`src/rtl/alu_sequencer.sv`:
```
// -----------------------------------------------------------------------------
// alu_sequencer
//
// Program sequencer sitting directly upstream of the 8-bit ALU. It fetches
// 3-byte instructions (opcode, operand A, operand B) from program memory,
// presents them to the ALU, holds them for ALU_LAT cycles, captures the
// result and flags, posts them with a one-cycle res_valid pulse and moves on
// to the next instruction until it sees HALT (FF) or an error.
//
// Parameters
//   ADDR_W   program-memory address width; the PC wraps modulo 2^ADDR_W
//   ALU_LAT  cycles from operand issue to result sample, legal range 1..15
//
// Ports
//   clk, rst                 clock, asynchronous active-high reset
//   start, start_addr        level start request (honoured in IDLE only)
//   mem_rd, mem_addr         read request and address towards program memory
//   mem_valid, mem_rdata     read completion and data from program memory
//   alu_a, alu_b, alu_op     operands and instruction byte towards the ALU
//   alu_result/carry/comp    ALU outputs
//   res_data/carry/comp      last captured result and flags
//   res_valid                one-cycle pulse whenever res_* update
//   busy, halted, err        status: running / stopped in HALT / sticky error
//   fsm_state                current FSM state, for observation only
//
// Read handshake: mem_rd is raised the cycle after a fetch state is entered
// and then held, with mem_addr fixed, until a cycle in which mem_valid=1.
// That cycle completes the transfer (data is captured on its closing edge)
// and mem_rd is low again in the following cycle. mem_valid is ignored
// whenever mem_rd is low.
//
// Build option
//   ALU_SEQ_DIV0_TRAP_EN  when defined, a divide (04) with operand B = 0 is
//                         not issued: err is set and the sequencer halts
//                         without touching res_*. When undefined the divide
//                         is issued like any other instruction.
// -----------------------------------------------------------------------------
module alu_sequencer #(
    parameter int ADDR_W  = 8,
    parameter int ALU_LAT = 3
) (
    input  logic              clk,
    input  logic              rst,
    input  logic              start,
    input  logic [ADDR_W-1:0] start_addr,
    output logic              mem_rd,
    output logic [ADDR_W-1:0] mem_addr,
    input  logic              mem_valid,
    input  logic [7:0]        mem_rdata,
    output logic [7:0]        alu_a,
    output logic [7:0]        alu_b,
    output logic [7:0]        alu_op,
    input  logic [7:0]        alu_result,
    input  logic              alu_carry,
    input  logic              alu_comp,
    output logic [7:0]        res_data,
    output logic              res_carry,
    output logic              res_comp,
    output logic              res_valid,
    output logic              busy,
    output logic              halted,
    output logic              err,
    output logic [2:0]        fsm_state
);

    typedef enum logic [2:0] {
        S_IDLE  = 3'd0,
        S_F_OP  = 3'd1,
        S_F_A   = 3'd2,
        S_F_B   = 3'd3,
        S_ISSUE = 3'd4,
        S_WAIT  = 3'd5,
        S_WB    = 3'd6,
        S_HALT  = 3'd7
    } state_t;

    localparam logic [7:0] OP_DIV  = 8'h04;
    localparam logic [7:0] OP_HALT = 8'hFF;

    // Four bits cover the whole legal ALU_LAT range (1..15).
    localparam int              CNT_W     = 4;
    localparam logic [CNT_W-1:0] WAIT_LOAD = CNT_W'(ALU_LAT - 1);

    state_t            state;
    state_t            state_next;

    logic [ADDR_W-1:0] pc;
    logic [7:0]        op_q;
    logic [7:0]        a_q;
    logic [7:0]        b_q;
    logic [CNT_W-1:0]  wait_cnt;

    logic              fetching;
    logic              fetch_done;
    logic              op_illegal;
    logic              div0_trap;

    // Opcodes 01..08 are ALU instructions, FF is HALT, everything else is
    // illegal (including 00, which the ALU treats as a no-op).
    function automatic logic is_alu_op(input logic [7:0] op);
        return (op >= 8'h01) && (op <= 8'h08);
    endfunction

    // A transfer completes only while the request is actually raised, so a
    // stray mem_valid (no request, or after an abandoned read) is dropped.
    assign fetch_done = mem_rd && mem_valid;
    assign op_illegal = !is_alu_op(mem_rdata) && (mem_rdata != OP_HALT);
    assign mem_addr   = pc;

    // Evaluated while operand B is on the bus, with the opcode already held.
`ifdef ALU_SEQ_DIV0_TRAP_EN
    assign div0_trap = (op_q == OP_DIV) && (mem_rdata == 8'h00);
`else
    assign div0_trap = 1'b0;
`endif

    // ------------------------------------------------------------------
    // State register
    // ------------------------------------------------------------------
    always_ff @(posedge clk or posedge rst) begin
        if (rst) begin
            state <= S_IDLE;
        end else begin
            state <= state_next;
        end
    end

    // ------------------------------------------------------------------
    // Next-state logic
    // ------------------------------------------------------------------
    always_comb begin
        state_next = state;
        case (state)
            S_IDLE: begin
                if (start) begin
                    state_next = S_F_OP;
                end
            end
            S_F_OP: begin
                if (fetch_done) begin
                    if ((mem_rdata == OP_HALT) || op_illegal) begin
                        state_next = S_HALT;
                    end else begin
                        state_next = S_F_A;
                    end
                end
            end
            S_F_A: begin
                if (fetch_done) begin
                    state_next = S_F_B;
                end
            end
            S_F_B: begin
                if (fetch_done) begin
                    state_next = div0_trap ? S_HALT : S_ISSUE;
                end
            end
            S_ISSUE: begin
                state_next = S_WAIT;
            end
            S_WAIT: begin
                if (wait_cnt == '0) begin
                    state_next = S_WB;
                end
            end
            S_WB: begin
                state_next = S_F_OP;
            end
            S_HALT: begin
                // Only reset leaves HALT; start is deliberately ignored.
                state_next = S_HALT;
            end
            default: begin
                state_next = S_IDLE;
            end
        endcase
    end

    // ------------------------------------------------------------------
    // State-decoded outputs
    // ------------------------------------------------------------------
    always_comb begin
        fetching  = (state == S_F_OP) || (state == S_F_A) || (state == S_F_B);
        busy      = (state != S_IDLE) && (state != S_HALT);
        halted    = (state == S_HALT);
        fsm_state = state;
    end

    // ------------------------------------------------------------------
    // Datapath registers
    // ------------------------------------------------------------------
    always_ff @(posedge clk or posedge rst) begin
        if (rst) begin
            pc        <= '0;
            mem_rd    <= 1'b0;
            op_q      <= 8'h00;
            a_q       <= 8'h00;
            b_q       <= 8'h00;
            wait_cnt  <= '0;
            alu_a     <= 8'h00;
            alu_b     <= 8'h00;
            alu_op    <= 8'h00;
            res_data  <= 8'h00;
            res_carry <= 1'b0;
            res_comp  <= 1'b0;
            res_valid <= 1'b0;
            err       <= 1'b0;
        end else begin
            res_valid <= 1'b0;

            // Low on the first cycle of a fetch state, high until the
            // completing cycle, low again right after it. Every fetch state
            // is therefore entered with the request low.
            mem_rd <= fetching && !fetch_done;

            if ((state == S_IDLE) && start) begin
                pc <= start_addr;
            end else if (fetch_done) begin
                pc <= pc + ADDR_W'(1);
            end

            case (state)
                S_F_OP: begin
                    if (fetch_done) begin
                        op_q <= mem_rdata;
                        if (op_illegal) begin
                            err <= 1'b1;
                        end
                    end
                end
                S_F_A: begin
                    if (fetch_done) begin
                        a_q <= mem_rdata;
                    end
                end
                S_F_B: begin
                    if (fetch_done) begin
                        b_q <= mem_rdata;
                        if (div0_trap) begin
                            err <= 1'b1;
                        end
                    end
                end
                S_ISSUE: begin
                    // The only place the ALU-facing registers change, so the
                    // ALU sees a stable instruction for the whole WAIT span
                    // and after halting keeps the last one issued.
                    alu_a    <= a_q;
                    alu_b    <= b_q;
                    alu_op   <= op_q;
                    wait_cnt <= WAIT_LOAD;
                end
                S_WAIT: begin
                    if (wait_cnt != '0) begin
                        wait_cnt <= wait_cnt - CNT_W'(1);
                    end
                end
                S_WB: begin
                    res_data  <= alu_result;
                    res_carry <= alu_carry;
                    res_comp  <= alu_comp;
                    res_valid <= 1'b1;
                end
                default: begin
                end
            endcase
        end
    end

endmodule

```
`config.mk`:
```
export PLATFORM = sky130hd
export DESIGN_NAME = alu_sequencer
export DESIGN_NICKNAME = d
export VERILOG_FILES = /design/src/rtl/alu_sequencer.sv
export SDC_FILE = /design/constraint.sdc
export NUM_CORES = 1
export LEC_CHECK = 0
export BUFFER_PORTS_ARGS = -buffer_cell sky130_fd_sc_hd__clkbuf_2
export CORE_UTILIZATION = 35
export DETAILED_ROUTE_END_ITERATION = 8
export PLACE_DENSITY = 0.66
export SKIP_CTS_REPAIR_TIMING = 1
export SYNTH_ARGS = -nofsm -noshare
export SYNTH_HDL_FRONTEND = slang
export SYNTH_SLANG_ARGS = --single-unit
```
`constraint.sdc`:
```
create_clock -name clk -period 3 [get_ports clk]
set_input_delay 0.45 -clock clk [delete_from_list [all_inputs] [get_ports clk]]
set_output_delay 0.45 -clock clk [all_outputs]
set_load 0.02 [all_outputs]
```
==> run summary <==
Outcome: finished with violations
Failing checks: DRC
Final WS setup: 0.898 ns
Adder-cell area share of the yosys netlist: 0.776%
CP Capture Type: flop
Synth cell types: 40
Port buffer count: 79
Synthesized-area fraction occupied by and/or/nand/nor cells: 10.6%
Most frequent cells in the layout: 79 x clkbuf_2, 76 x dfrtp_1, 57 x mux2_2
PwrDens: 1090 nW/µm²
P&R area growth vs syn: 21.9%
Ports: 80
Post-Syn Area: 3220 µm²
Hpwl dp: 4720 µm
Crit-path cells: nand3_1, nor2_2, mux2_2
# nets final: 354
FILL cells: 828
Fin crit period: 2.10 ns
Initial antenna violation count: 0
Vias: 2224
Post-Place Setup Slack: 0.941 ns
Setup crit start kind: flop
Core Region: 8810 µm²
Ys async rst share: 100%
Worst slew margin: 48.6%
Gpl congestion: 0.734
Primary FF master, synth: dfrtp_1
Worst Path Buf+Inv: 0
DRC Markers: 9
Slew Limit Fails: 0
H-tree lvl count: 3
Mean Syn Cell Area: 13.5 µm²
Critical Path RT: 3.24 ns
Final hold violations: 0
Core Util, Final: 44.6%
Most common cell after layout, fill and taps aside: clkbuf_2
N_diodes: 0
Max Cap Viol: 0
Final setup TNS: 0 ns
Crit path DAT: 2.34 ns
CTS Buf Count: 9
Post-synthesis sequential area ratio: 59.0%
Mapped Nets: 270
Vias per cell: 5.11
RSZ-0062 raised after global routing: no
Compound-Gate Fraction of Synth Area: 4.81%
Die W: 98.0 µm
Total die area: 9600 µm²
Worst hold path class: in -> async
CTS tree: done
Mux share of post-synthesis cell area: 21.5%
Crit-path max cell delay: 0.78 ns
Clock slew at reported path FFs: 0.08 ns
All-Layer GR Usage: 14.9%
Critical-path cell with the highest stage delay: dfrtp_1
First DRT Iteration DRCs: 74
Fmax: 476 MHz
Register bit total from synthesis: 76
Root Driver: clkbuf_8
Peak VDD IR: 0.486 mV
Clk_lat worst skew: 0.35 ns
Top Family by Delay on Critical Path: simple AND/OR/NAND/NOR gates
DRT Wirelength: 6730 µm
Largest family of logic cells by synthesized area: multiplexers
First-pass GRT wire length: 11200 µm
Maximum clock path buffer count: 2
CP Class: reg -> reg
Starting density of the core: 36.6%
Number of synthesized flops with an enable pin: 0
Synth Instances: 238
CTS Sinks: 76
Die height: 98.0 µm
Largest net degree at the start of global routing: 37
Synth Area in XOR/XNOR: 0.815%
Layout cells sized above 1: 49.5%
Fin crit share: 70.1%
Setup violators final: 0
Ys Warns: 0
Num rows: 34
Final ANT Viol Nets: 0
Slew @ Worst Pin: 0.769 ns
Vias in the first global route: 2219
Worst Skew: 0.00589 ns
Max FO, Critical Path: 18
P_leak: 1.86 nW
Initial DRT Pass Iterations: 6
Total grt overflow: 0
WL/cell: 15.5 µm
## state kept, by name, summed over array words and instances (netlist names), 8 cells and up
name and count:
res_data 8, a_q 8, alu_b 8, mem_addr 8
alu_op 8, b_q 8, op_q 8, alu_a 8
## routing by layer
layer,global-route usage [%],vias up,part of all wire (%)
met5,0,-,0
met4,3.15,0,0.77
met3,5.80,6,6.9
met2,23.0,83,46
met1,20.0,1105,46
li1,-,1030,-
## worst reg2reg max path: stages (launching register included)
cell	delay [ns]
dfrtp_1	0.78
nand3_1	0.31
nor2_2	0.50
mux2_2	0.40
## per-stage QoR
step / total power, mW / instance area [µm²] / std cells / hold slack, ns
detailed placement: 3.56 / 3730 / 419 / 0.484
finish: 4.30 / 3930 / 435 / 0.219
global route: 4.59 / 3930 / 435 / 0.268
CTS: 4.35 / 3930 / 435 / 0.241
global placement: 3.50 / 3730 / 419 / 0.468
floorplan: 3.01 / 3220 / 238 / 0.460
## worst paths after layout
| kind | from | endpoint | slack (ns) | cells after the start |
|---|---|---|---|---|
| min in group clk | start_addr[5] | mem_addr[5] | 0.30 | 3 |
| worst max-delay path | fsm_state[0] | b_q[5] | 0.90 | 3 |
| max in group asynchronous | rst | wait_cnt[3] | 1.98 | 3 |
| worst max register to register | fsm_state[0] | b_q[5] | 0.90 | 3 |
| worst min register to register | err | err | 0.50 | 2 |
| worst min-delay path | rst | alu_a[6] | 0.22 | 2 |
## area by class of cell
class                      instances  area [µm²]  share of cell area (%)
clock buffer                       9         124                    3.15
timing repair buffer              83         425                    10.8
sequential                        76        1900                    48.4
multi-input combinational        145        1240                    31.6
clock inverter                     7        73.8                    1.88
inverter                           7        26.3                   0.669
tap                              108         135                    3.44
## cells in the mapped netlist (2+ instances only)
cell type  instances  area [µm²]
inv_1              7        26.3
buf_2              4        20.0
nor2b_1            2        12.5
nand2b_1           2        12.5
nand3b_1           3        22.5
nor3b_4            2        37.5
o211ai_1           5        37.5
nor3_1             4        20.0
o31ai_1            3        22.5
mux2_2            57         642
xnor2_1            2        17.5
a21oi_1            2        10.0
nand2_1            8        30.0
ha_1               2        25.0
mux2i_1            4        40.0
dfrtp_1           76        1900
nor2_1             9        33.8
o21ai_0            6        30.0
clkbuf_1           3        11.3
nand3_1            7        35.0
or4_1              6        45.0
buf_4              3        22.5
nand4_1            4        25.0
## cell families (layout without fill, tap and decap cells)
group	Yosys count	count (layout)
buffers and inverters	17	106
xor gates and xnor gates	3	3
muxes	62	62
and+or+nand+nor	55	55
adders and majority gates	2	2
DFF	76	76
AOI/OAI and AO/OA	23	23
## where the power goes
group	switching (mW)	internal [mW]	leakage, nW
registers	0.377	1.51	0.933
logic	0.886	0.746	0.824
clock network	0.394	0.388	0.100
No activity file was read; power rests on OpenSTA's default activity.
